**src/rtl/mips_regs_pkg.sv**
```systemverilog
// Register-file geometry shared by decode, the register file and the issue scoreboard.
// Only registers 2..25 are backed by storage and so can have a write in flight.
package mips_regs_pkg;

    localparam int unsigned REG_W    = 5;
    localparam int unsigned NUM_REGS = 32;

    localparam logic [REG_W-1:0] REG_ZERO      = 5'd0;
    localparam logic [REG_W-1:0] REG_AT        = 5'd1;
    localparam logic [REG_W-1:0] REG_LAST_IMPL = 5'd25;

    function automatic logic is_trackable(input logic [REG_W-1:0] idx);
        return (idx > REG_AT) && (idx <= REG_LAST_IMPL);
    endfunction

endpackage

```
**src/rtl/sat_counter.sv**
```systemverilog
// Saturating up-counter with synchronous clear; holds at all-ones instead of wrapping.
module sat_counter #(
    parameter int unsigned W = 16
) (
    input  logic         clk,
    input  logic         rst_n,
    input  logic         inc,
    input  logic         clr,
    output logic [W-1:0] cnt
);

    logic [W-1:0] r_cnt;

    always_ff @(posedge clk or negedge rst_n) begin
        if (!rst_n) begin
            r_cnt <= '0;
        end else if (clr) begin
            r_cnt <= '0;
        end else if (inc && (r_cnt != '1)) begin
            r_cnt <= r_cnt + 1'b1;
        end
    end

    assign cnt = r_cnt;

endmodule

```
**src/rtl/reg_scoreboard.sv**
```systemverilog
// Issue-stage scoreboard: tracks registers with a write in flight and stalls decode on
// RAW/WAW hazards or when the number of outstanding writes reaches MAX_PEND.
module reg_scoreboard
    import mips_regs_pkg::*;
#(
    parameter int unsigned MAX_PEND  = 3,
    parameter bit          WB_BYPASS = 1'b0,
    parameter int unsigned CNT_W     = 16
) (
    input  logic               clk,
    input  logic               rst_n,
    input  logic               id_valid,
    input  logic [REG_W-1:0]   id_rs,
    input  logic [REG_W-1:0]   id_rt,
    input  logic               id_use_rs,
    input  logic               id_use_rt,
    input  logic               id_wr_en,
    input  logic [REG_W-1:0]   id_wr_reg,
    output logic               id_stall,
    input  logic               wb_valid,
    input  logic [REG_W-1:0]   wb_reg,
    input  logic               flush,
    output logic [NUM_REGS-1:0] busy,
    output logic [4:0]         pend_cnt,
    output logic [CNT_W-1:0]   stall_cnt,
    output logic               err_spurious
);

    localparam logic [4:0] MAX_PEND_C = 5'(MAX_PEND);

    logic [NUM_REGS-1:0] r_busy;
    logic [NUM_REGS-1:0] w_busy_d;
    logic [4:0]          r_pend_cnt;
    logic [4:0]          w_pend_d;
    logic                r_err;

    logic w_wr_track;
    logic w_clr;
    logic w_spurious;
    logic w_raw_rs;
    logic w_raw_rt;
    logic w_waw;
    logic w_full;
    logic w_issue;

    assign w_wr_track = id_wr_en & is_trackable(id_wr_reg);
    assign w_clr      = wb_valid & is_trackable(wb_reg) & r_busy[wb_reg];
    assign w_spurious = wb_valid & is_trackable(wb_reg) & ~r_busy[wb_reg];

    // With forwarding, a source retiring this cycle can be read without waiting.
    assign w_raw_rs = id_use_rs & r_busy[id_rs] & ~(WB_BYPASS & wb_valid & (wb_reg == id_rs));
    assign w_raw_rt = id_use_rt & r_busy[id_rt] & ~(WB_BYPASS & wb_valid & (wb_reg == id_rt));
    assign w_waw    = w_wr_track & r_busy[id_wr_reg];
    assign w_full   = w_wr_track & (r_pend_cnt == MAX_PEND_C) & ~w_clr;

    assign id_stall = id_valid & (w_raw_rs | w_raw_rt | w_waw | w_full);
    assign w_issue  = id_valid & ~id_stall & w_wr_track;

    always_comb begin
        w_busy_d = r_busy;
        w_pend_d = r_pend_cnt;
        if (w_issue) begin
            w_busy_d[id_wr_reg] = 1'b1;
        end
        if (w_clr) begin
            w_busy_d[wb_reg] = 1'b0;
        end
        case ({w_issue, w_clr})
            2'b10:   w_pend_d = r_pend_cnt + 5'd1;
            2'b01:   w_pend_d = r_pend_cnt - 5'd1;
            default: w_pend_d = r_pend_cnt;
        endcase
        if (flush) begin
            w_busy_d = '0;
            w_pend_d = '0;
        end
    end

    always_ff @(posedge clk or negedge rst_n) begin
        if (!rst_n) begin
            r_busy     <= '0;
            r_pend_cnt <= '0;
            r_err      <= 1'b0;
        end else begin
            r_busy     <= w_busy_d;
            r_pend_cnt <= w_pend_d;
            if (w_spurious) begin
                r_err <= 1'b1;
            end
        end
    end

    sat_counter #(
        .W(CNT_W)
    ) u_stall_cnt (
        .clk  (clk),
        .rst_n(rst_n),
        .inc  (id_valid & id_stall),
        .clr  (1'b0),
        .cnt  (stall_cnt)
    );

    assign busy         = r_busy;
    assign pend_cnt     = r_pend_cnt;
    assign err_spurious = r_err;

    a_pend_matches_busy: assert property (@(posedge clk) disable iff (!rst_n)
        (r_pend_cnt == 5'($countones(r_busy))) && (r_pend_cnt <= MAX_PEND_C));
    a_untracked_idle: assert property (@(posedge clk) disable iff (!rst_n)
        (r_busy[1:0] == 2'b00) && (r_busy[31:26] == 6'b0));

endmodule

```
**config.mk**
```make
export PLATFORM = sky130hd
export DESIGN_NAME = reg_scoreboard
export DESIGN_NICKNAME = d
export VERILOG_FILES = /design/src/rtl/mips_regs_pkg.sv /design/src/rtl/sat_counter.sv /design/src/rtl/reg_scoreboard.sv
export SDC_FILE = /design/constraint.sdc
export NUM_CORES = 1
export LEC_CHECK = 0
export ABC_AREA = 1
export CAP_MARGIN = 0
export CORE_MARGIN = 5
export CORE_UTILIZATION = 40
export DETAILED_ROUTE_END_ITERATION = 12
export PLACE_DENSITY = 0.67
export SLEW_MARGIN = 0
export SYNTH_ARGS = -nofsm -noshare
export SYNTH_HDL_FRONTEND = slang
export SYNTH_HIERARCHICAL = 1
export SYNTH_SLANG_ARGS = --single-unit
export TNS_END_PERCENT = 20
```
**constraint.sdc**
```tcl
create_clock -name clk -period 4.15 [get_ports clk]
set_input_delay 1.0375 -clock clk [delete_from_list [all_inputs] [get_ports clk]]
set_output_delay 1.0375 -clock clk [all_outputs]
set_load 0.03 [all_outputs]
```
==> results of run 1 <==
-- placed cells by master, fill, tap and decap left out, drive strengths merged, types with 9 or more instances in the layout --
| cell type | instances |
|---|---|
| o22ai | 9 |
| nand2 | 257 |
| nor2 | 78 |
| nand4 | 33 |
| inv | 70 |
| o21ai | 38 |
| nand3 | 76 |
| clkdlybuf4s50 | 78 |
| buf | 30 |
| nor3 | 12 |
| dfrtp | 54 |
| a21oi | 23 |
-- stage by stage --
step                      cell area, um^2  hold WS, ns  util, %
final                                5670        0.501     52.1
after global routing                 5670        0.549     52.1
after CTS                            5660        0.523     51.9
after detailed placement             5530        0.498     50.8
after global placement               5530        0.494     50.8
after floorplan                      4480        0.636        -
-- final cells by class --
| class | count | area [um^2] |
|---|---|---|
| flip-flops and latches | 54 | 1350 |
| clock inverters | 3 | 48.8 |
| multi-input cells | 552 | 2710 |
| well taps | 140 | 175 |
| inverters | 70 | 273 |
| clock buffers | 5 | 68.8 |
| repair buffers | 110 | 1050 |
| fillers | 1092 | 5220 |
-- layer usage --
layer | wire length [um] | up-vias
met3 | 1120 | 30
met5 | 0 | -
met1 | 6640 | 2345
met2 | 7400 | 230
met4 | 353 | 0
li1 | - | 2449
-- state kept, by name (all words and copies together) (netlist names) --
name and cells:
pend_cnt 5, busy 32, err_spurious 1, u_stall_cnt/cnt 16
-- cell families (layout without fill, tap and decap cells) --
family	Yosys count	in the layout	share of synthesized area, %
AND/OR/NAND/NOR	460	460	47.6
buffers and inverters	92	188	9.53
AO/OA/AOI/OAI	75	75	9.22
flip-flops	54	54	30.2
XOR/XNOR	8	8	1.56
adder cells (fa/ha/maj)	6	6	1.84
other	1	3	0.0838
-- timing repair --
item,CTS,global route
cloned,0,1
resized for setup,3,4
endpoints found under the setup margin,1,1
-- worst max path at each step --
| stage | start | to | slack [ns] | depth (start not counted) |
|---|---|---|---|---|
| finish | id_rt[0] | id_stall | 0.14 | 13 |
| global route | id_rt[0] | id_stall | 0.001 | 13 |
| CTS | wb_reg[0] | id_stall | 0.008 | 15 |
| detailed placement | wb_reg[0] | id_stall | -0.08 | 14 |
| global placement | wb_reg[0] | id_stall | -0.11 | 14 |
| floorplan | id_rt[0] | id_stall | 0.33 | 13 |
-- worst max-delay path: stages --
cell and delay (ns):
clkdlybuf4s50_1 0.54, inv_2 0.28, nand2_1 0.08, nand3_1 0.08, nand3_1 0.11, nand2_1 0.08
nand2_1 0.04, nand3b_1 0.07, nand3_1 0.09, nand2_2 0.14, nor2_8 0.07, nor2_2 0.15
buf_4 0.19
-- where the power goes --
part | total, uW | switching (uW) | internal, uW
Clock | 385 | 201 | 184
Combinational | 451 | 279 | 171
Sequential | 573 | 29.3 | 544
Total | 1410 | 509 | 900
==> out/summary.txt, run 1 <==
Row count: 38
WP data arrival: 2.97 ns
CTS sink cnt: 54
Worst skew pair latency: 0.33 ns
Reg2reg end: pend_cnt[4]
Drt total wl: 15,500 um
Ant. Diodes: 0
Total gr overflow: 0
Final TNS setup: 0 ns
P_leak: 0.00261 uW
Hold Path Class: reg -> reg
Synth Cell Area: 0.00448 mm^2
CP Class: in -> out
Placed insts: 925
Worst Path Required: 3.11 ns
Worst Path Max Fanout: 16
Synth warn: 6
Most frequent cell after synthesis: nand2_1
Final #Nets: 827
Max cap viols: 0
Drt pass-1 iters: 6
Share of cells above drive strength 1: 10.6%
Gr usage total: 23.0%
EDFF count, synth: 0
Flops & latches, synth: 54
DP HPWL: 12,000 um
Vias post-DR: 5,054
Die Width: 116 um
Synth top cells by count: nand2_1 (242), nand3_1 (73), nor2_1 (69), inv_1 (57), dfrtp_1 (54)
Setup slack, reg-to-reg: 1.22 ns
Ys flop type: dfrtp_1
Clock buffer depth: 2
Post-CTS Setup Bufs: 0
Synth top area share: 30.2%
Vias in the first global route: 4,849
Outcome: complete, no violations
Die height: 116 um
Ranking of synthesized cells by area: dfrtp_1 (30%), nand2_1 (20%), nand3_1 (8.2%), nor2_1 (5.8%), inv_1 (4.8%)
Port bufs: 82
DRT antenna net count: 0
GR Util met1: 30.1%
Hold Path Stages: 1
Final Hold Fails: 0
Max H-tree Level: 2
Fmax: 250 MHz
Startpoint Class: input pin
TritonCTS clock tree: done
Starting Density: 41.1%
Drt drc: 0
Worst setup EP type: output port
Num CTS Buffers: 5
Setup WS post-layout: 0.143 ns
GRT busiest layer: met2
Root buffer cell: clkbuf_8
PwrDens: 248 mW/mm^2
Global-route wire length before repair: 24,600 um
DRT iter0 DRCs: 456
Ports: 83
Initial antenna violation count: 0
Relative slew slack: 36.6%
Cell taking the most area after synthesis: dfrtp_1
Hold buffers post-CTS: 0
Post-synth ARST share: 100%
Clock transition at path regs: 0.10 ns
RR Startpoint: busy[30]
Mapped Cells: 696
Largest net degree at the start of global routing: 42
Endpoints failing setup: 0
VDD IR-drop max: 0.159 mV
RSZ-0062 raised after global routing: false
Slew Viols, Final: 0
Met3 GRT Util: 3.13%
Syn_area_per_cell: 6.43 um^2
Routed length per instance: 16.6 um
Worst clock skew: 0.0136 ns
Setup WS pre-CTS: -0.0816 ns
FF-to-FF path depth: 23
Hold Startpoint: err_spurious
Cell variety after synth: 45
Non-filler cells, final: 934
Hold endpoint: err_spurious
Vias/cell: 5.41
Synth-to-Final Area Change: 26.7%
Register area share after synthesis: 30.2%
RePlAce Congestion: 1.02
Met2 usage: 39.2%
Core outline area: 0.0109 mm^2
Min Tclk post-route: 4.01 ns
Design Power: 1410 uW
Die Footprint: 0.0134 mm^2
Worst Tran Pin Value: 0.951 ns
Fin crit share: 96.6%
Note: power is estimated with default switching activity, not from simulation.
==> run 2, diff against run 1 <==
Settings changed: HOLD_SLACK_MARGIN set to 0.06, RECOVER_POWER set to 50.
==> run 2 against run 1 <==
Net effect: the run now ends with capacitance limit, slew limit left; register-to-register slack hardly changed; wire length is 0.46% higher; clock skew is 0.00065 ns lower; critical path depth stayed put; first-iteration DRC count is 9.6% lower.
==> out/summary.txt, run 2 (same netlist as run 1, synthesis figures left out) <==
RSZ-0062 raised after global routing: false
Fmax: 249 MHz
Worst Path Required: 3.11 ns
Outcome: finished with violations
Hold Path Stages: 1
Worst clock skew: 0.0130 ns
Die height: 116 um
DRT iter0 DRCs: 412
Final #Nets: 827
TritonCTS clock tree: done
Core outline area: 0.0109 mm^2
RePlAce Congestion: 1.02
Clock buffer depth: 2
Synth-to-Final Area Change: 26.6%
Ant. Diodes: 0
Vias/cell: 5.38
Post-CTS Setup Bufs: 0
PwrDens: 248 mW/mm^2
Die Footprint: 0.0134 mm^2
DP HPWL: 12,000 um
FF-to-FF path depth: 23
Final Hold Fails: 0
CP Class: in -> out
Max H-tree Level: 2
Max reg flops: 32
Drt drc: 0
Root buffer cell: clkbuf_8
Setup WS post-layout: 0.139 ns
Port bufs: 82
Clock transition at path regs: 0.10 ns
Endpoints failing setup: 0
Failing checks: capacitance limit, slew limit
Startpoint Class: input pin
Slew Viols, Final: 42
VDD IR-drop max: 0.160 mV
Filler cell count: 1,092
P_leak: 0.00266 uW
Placed Area: 0.00553 mm^2
Drt pass-1 iters: 6
Row count: 38
Relative slew slack: -53.7%
Worst Tran Pin Value: 2.31 ns
Most frequent cells in the layout: nand2_1 (242), nand3_1 (73), nor2_1 (68)
Fin crit share: 96.7%
Commonest non-fill, non-tap cell in the layout: nand2_1
Routed length per instance: 16.7 um
RR Startpoint: busy[30]
Worst Path Max Fanout: 16
Worst stage delay on the critical path: 0.54 ns
Final TNS setup: 0 ns
Initial antenna violation count: 0
Total gr overflow: 0
Die Width: 116 um
Num CTS Buffers: 5
Cell area after layout: 0.00567 mm^2
Setup slack, reg-to-reg: 1.22 ns
Global-route wire length before repair: 24,600 um
Max cap viols: 1
Hold buffers post-CTS: 0
Reg2reg end: pend_cnt[4]
Setup WS pre-CTS: -0.0816 ns
Hold Path Class: reg -> reg
Worst skew pair latency: 0.33 ns
CP top delay family: buffers and inverters
Vias in the first global route: 4,849
Worst setup EP type: output port
Ports: 83
Gr usage total: 23.0%
Starting Density: 41.1%
DRT antenna net count: 0
WP data arrival: 2.97 ns
Drt total wl: 15,600 um
Vias post-DR: 5,026
Slowest cell on the critical path: clkdlybuf4s50_1
CP bufs+invs: 3
Share of cells above drive strength 1: 10.3%
Util after Layout: 52.0%
Hold endpoint: err_spurious
CTS sink cnt: 54
Largest net degree at the start of global routing: 42
Critical Path, Cell by Cell: clkdlybuf4s50_1 -> inv_2 -> nand2_1 -> nand3_1 -> nand3_1 -> nand2_1 -> nand2_1 -> nand3b_1 -> nand3_1 -> nand2_2 -> nor2_8 -> nor2_2 -> buf_4
Min Tclk post-route: 4.01 ns
Hold Startpoint: err_spurious
-- run 2: changes by cell type in the layout (fill, tap and decap cells not counted), sizes merged --
cell | previous run | this run
clkbuf | 5 | 7
clkdlybuf4s50 | 78 | 59
buf | 30 | 28
dlygate4sd3 | 0 | 19
-- run 2: report_power, final --
| part | total, uW | internal, uW | switching [uW] |
|---|---|---|---|
| Combinational | 445 | 166 | 279 |
| Sequential | 573 | 544 | 29.1 |
| Clock | 386 | 184 | 202 |
| Total | 1400 | 895 | 509 |
-- run 2: final cells by class --
cell class	count	area, um^2	share of cell area [%]
Tap cell	140	175	3.09
Inverter	70	273	4.81
Clock buffer	5	68.8	1.21
Sequential cell	54	1350	23.8
Multi-Input combinational cell	552	2710	47.8
Timing Repair Buffer	110	1040	18.4
Clock inverter	3	48.8	0.861
-- run 2: what timing repair did --
item / CTS / global route
setup endpoints to repair: 1 / 1
resized for setup: 3 / 4
cloned: 0 / 1
-- run 2: metrics by stage --
stage	hold WS, ns	power, uW	instances
after floorplan	0.636	870	698
after global placement	0.494	1020	925
after detailed placement	0.498	1030	925
after CTS	0.523	1420	933
after global routing	0.544	1480	934
final	0.489	1400	934
-- run 2: how the worst max path moves through the flow --
stage / end / startpoint / depth (start not counted) / slack (ns)
2_1_floorplan: id_stall / id_rt[0] / 13 / 0.33
3_3_place_gp: id_stall / wb_reg[0] / 14 / -0.11
3_5_place_dp: id_stall / wb_reg[0] / 14 / -0.08
4_1_cts: id_stall / wb_reg[0] / 15 / 0.008
5_1_grt: id_stall / id_rt[0] / 13 / 0.001
6_report: id_stall / id_rt[0] / 13 / 0.14
-- run 2: metal layers --
layer / GRT usage, % / routed length, um / vias to the layer above
met2: 39.2 / 7350 / 200
met1: 30.1 / 6920 / 2338
met3: 3.13 / 892 / 41
li1: - / - / 2447
met5: 0 / 0 / -
met4: 7.89 / 423 / 0
==> run 3, diff against run 2 <==
Settings changed: PLACE_DENSITY 0.67 to 0.68, SLEW_MARGIN 0 to not set, SYNTH_HIERARCHICAL 1 to not set.
==> run 3 against run 2 <==
Net effect: the flow still finishes with violations (capacitance limit, slew limit); cell count fell by 7.5%; non-clock buffer count rose by 2; utilization rose by 1.3 points; critical path type unchanged; largest power group unchanged; highest routed layer unchanged.
==> out/summary.txt, run 3 <==
Setup WS pre-CTS: -0.0159 ns
Worst clock skew: 0.0220 ns
Synth top cells by count: nand2_1 (213), nand3_1 (80), inv_1 (67), dfrtp_1 (54), nor2_1 (49)
Routed length per instance: 16.0 um
Register area share after synthesis: 33.2%
Final TNS setup: 0 ns
Endpoints failing setup: 0
Placed Area: 0.00512 mm^2
FF-to-FF path depth: 23
Reg2reg end: pend_cnt[4]
Mapped Cells: 630
Max H-tree Level: 2
Drt drc: 0
TritonCTS clock tree: done
Ranking of synthesized cells by area: dfrtp_1 (33%), nand2_1 (20%), nand3_1 (9.8%), inv_1 (6.2%), nor2_1 (4.5%)
DRT iter0 DRCs: 339
Flops & latches, synth: 54
Final Hold Fails: 0
PwrDens: 287 mW/mm^2
RSZ-0062 raised after global routing: false
Cell area after layout: 0.00526 mm^2
Hold endpoint: err_spurious
Most frequent cells in the layout: nand2_1 (213), nand3_1 (80), inv_1 (67)
Max reg flops: 32
RR Startpoint: busy[6]
Outcome: finished with violations
Setup WS post-layout: 0.156 ns
Max cap viols: 1
Synth warn: 0
Synth top area share: 33.2%
Worst Path Required: 3.11 ns
Vias in the first global route: 4,418
CTS sink cnt: 54
Worst Path Max Fanout: 5
Ys flop type: dfrtp_1
Drt total wl: 13,800 um
CP Class: in -> out
Gr usage total: 22.5%
Clock buffer depth: 2
Min Tclk post-route: 3.99 ns
Hold Path Class: reg -> reg
Most frequent cell after synthesis: nand2_1
Cell variety after synth: 37
Die height: 111 um
Port bufs: 82
Hold Path Stages: 1
Vias post-DR: 4,584
Die Width: 111 um
EDFF count, synth: 0
Commonest non-fill, non-tap cell in the layout: nand2_1
Clock transition at path regs: 0.11 ns
DRT antenna net count: 0
Relative slew slack: -47.4%
RePlAce Congestion: 0.984
Num CTS Buffers: 5
VDD IR-drop max: 0.185 mV
Total gr overflow: 0
Share of cells above drive strength 1: 8.21%
Final #Nets: 764
Fin crit share: 96.2%
Ports: 83
Synth-to-Final Area Change: 29.2%
Syn Nets: 664
Cell taking the most area after synthesis: dfrtp_1
Startpoint Class: input pin
Failing checks: capacitance limit, slew limit
Root buffer cell: clkbuf_8
Global-route wire length before repair: 23,000 um
Vias/cell: 5.31
Largest net degree at the start of global routing: 43
Worst Tran Pin Value: 2.21 ns
Design Power: 1510 uW
Slew Viols, Final: 43
Drt pass-1 iters: 6
P_leak: 0.00252 uW
Syn_area_per_cell: 6.46 um^2
Hold Startpoint: err_spurious
Initial antenna violation count: 0
Fmax: 250 MHz
Starting Density: 41.3%
Core outline area: 0.00986 mm^2
Row count: 36
WP data arrival: 2.96 ns
DP HPWL: 11,000 um
Post-synth ARST share: 100%
Die Footprint: 0.0123 mm^2
Ant. Diodes: 0
Final hold slack: 0.467 ns
Synth Cell Area: 0.00407 mm^2
Worst setup EP type: output port
Setup slack, reg-to-reg: 1.22 ns
Worst skew pair latency: 0.33 ns
-- run 3: layer usage --
layer  global-route usage, %  routed length [um]  vias up
met5                       0                   0        -
met4                    6.49                 177        0
met3                    4.80                1130       16
met2                    34.8                6140      195
met1                    31.8                6340     2145
li1                        -                   -     2228
-- run 3: where the power goes --
part	total [uW]	switching (uW)	internal, uW
sequential	631	57.8	573
combinational	556	343	213
clock	324	198	126
-- run 3: final cells by class --
cell class,count,area [um^2]
fill,992,4600
tap,133,166
clock inverter,3,28.8
inverter,76,292
clock buffer,5,68.8
timing repair buffer,112,1050
multi-input combinational,481,2300
sequential,54,1350
-- run 3: cell families (layout without fill, tap and decap cells) --
kind of cell | count (synthesis) | after routing | synth area share (%)
adder cells (fa/ha/maj) | 6 | 6 | 2.03
AO/OA/AOI/OAI | 75 | 75 | 10.1
buffers and inverters | 95 | 196 | 10.5
AND/OR/NAND/NOR | 383 | 383 | 40.6
flip-flops | 54 | 54 | 33.2
XOR/XNOR | 17 | 17 | 3.66
-- run 3: critical path, stage by stage --
cell and delay [ns]:
clkdlybuf4s50_1 0.51, inv_1 0.16, nand2_1 0.09, a31oi_1 0.20
o21ai_0 0.24, nor3_1 0.20, nand2_1 0.09, nand2_2 0.08
nor2_4 0.06, nor2_4 0.12, buf_4 0.18
-- run 3: timing repair --
| action | 4_1_cts | 5_1_grt |
|---|---|---|
| setup endpoints to repair | 1 | 1 |
| hold buffers | 0 | 0 |
| buffers inserted | 0 | 4 |
| pin swaps | 0 | 2 |
| resized for setup | 2 | 3 |
-- run 3: how the worst max path moves through the flow --
stage / slack (ns) / depth (start not counted) / end / start
2_1_floorplan: 0.88 / 21 / pend_cnt[4] / wb_reg[1]
3_3_place_gp: -0.06 / 12 / id_stall / id_wr_reg[1]
3_5_place_dp: -0.02 / 12 / id_stall / id_wr_reg[1]
4_1_cts: 0.06 / 12 / id_stall / id_wr_reg[1]
5_1_grt: 0.02 / 16 / id_stall / wb_reg[0]
6_report: 0.16 / 11 / id_stall / id_wr_reg[2]
-- run 3: through the flow --
stage	utilization, %	cells
6_report	53.4	864
5_1_grt	53.4	864
4_1_cts	53.0	860
3_5_place_dp	51.9	852
3_3_place_gp	51.9	852
2_1_floorplan	-	630
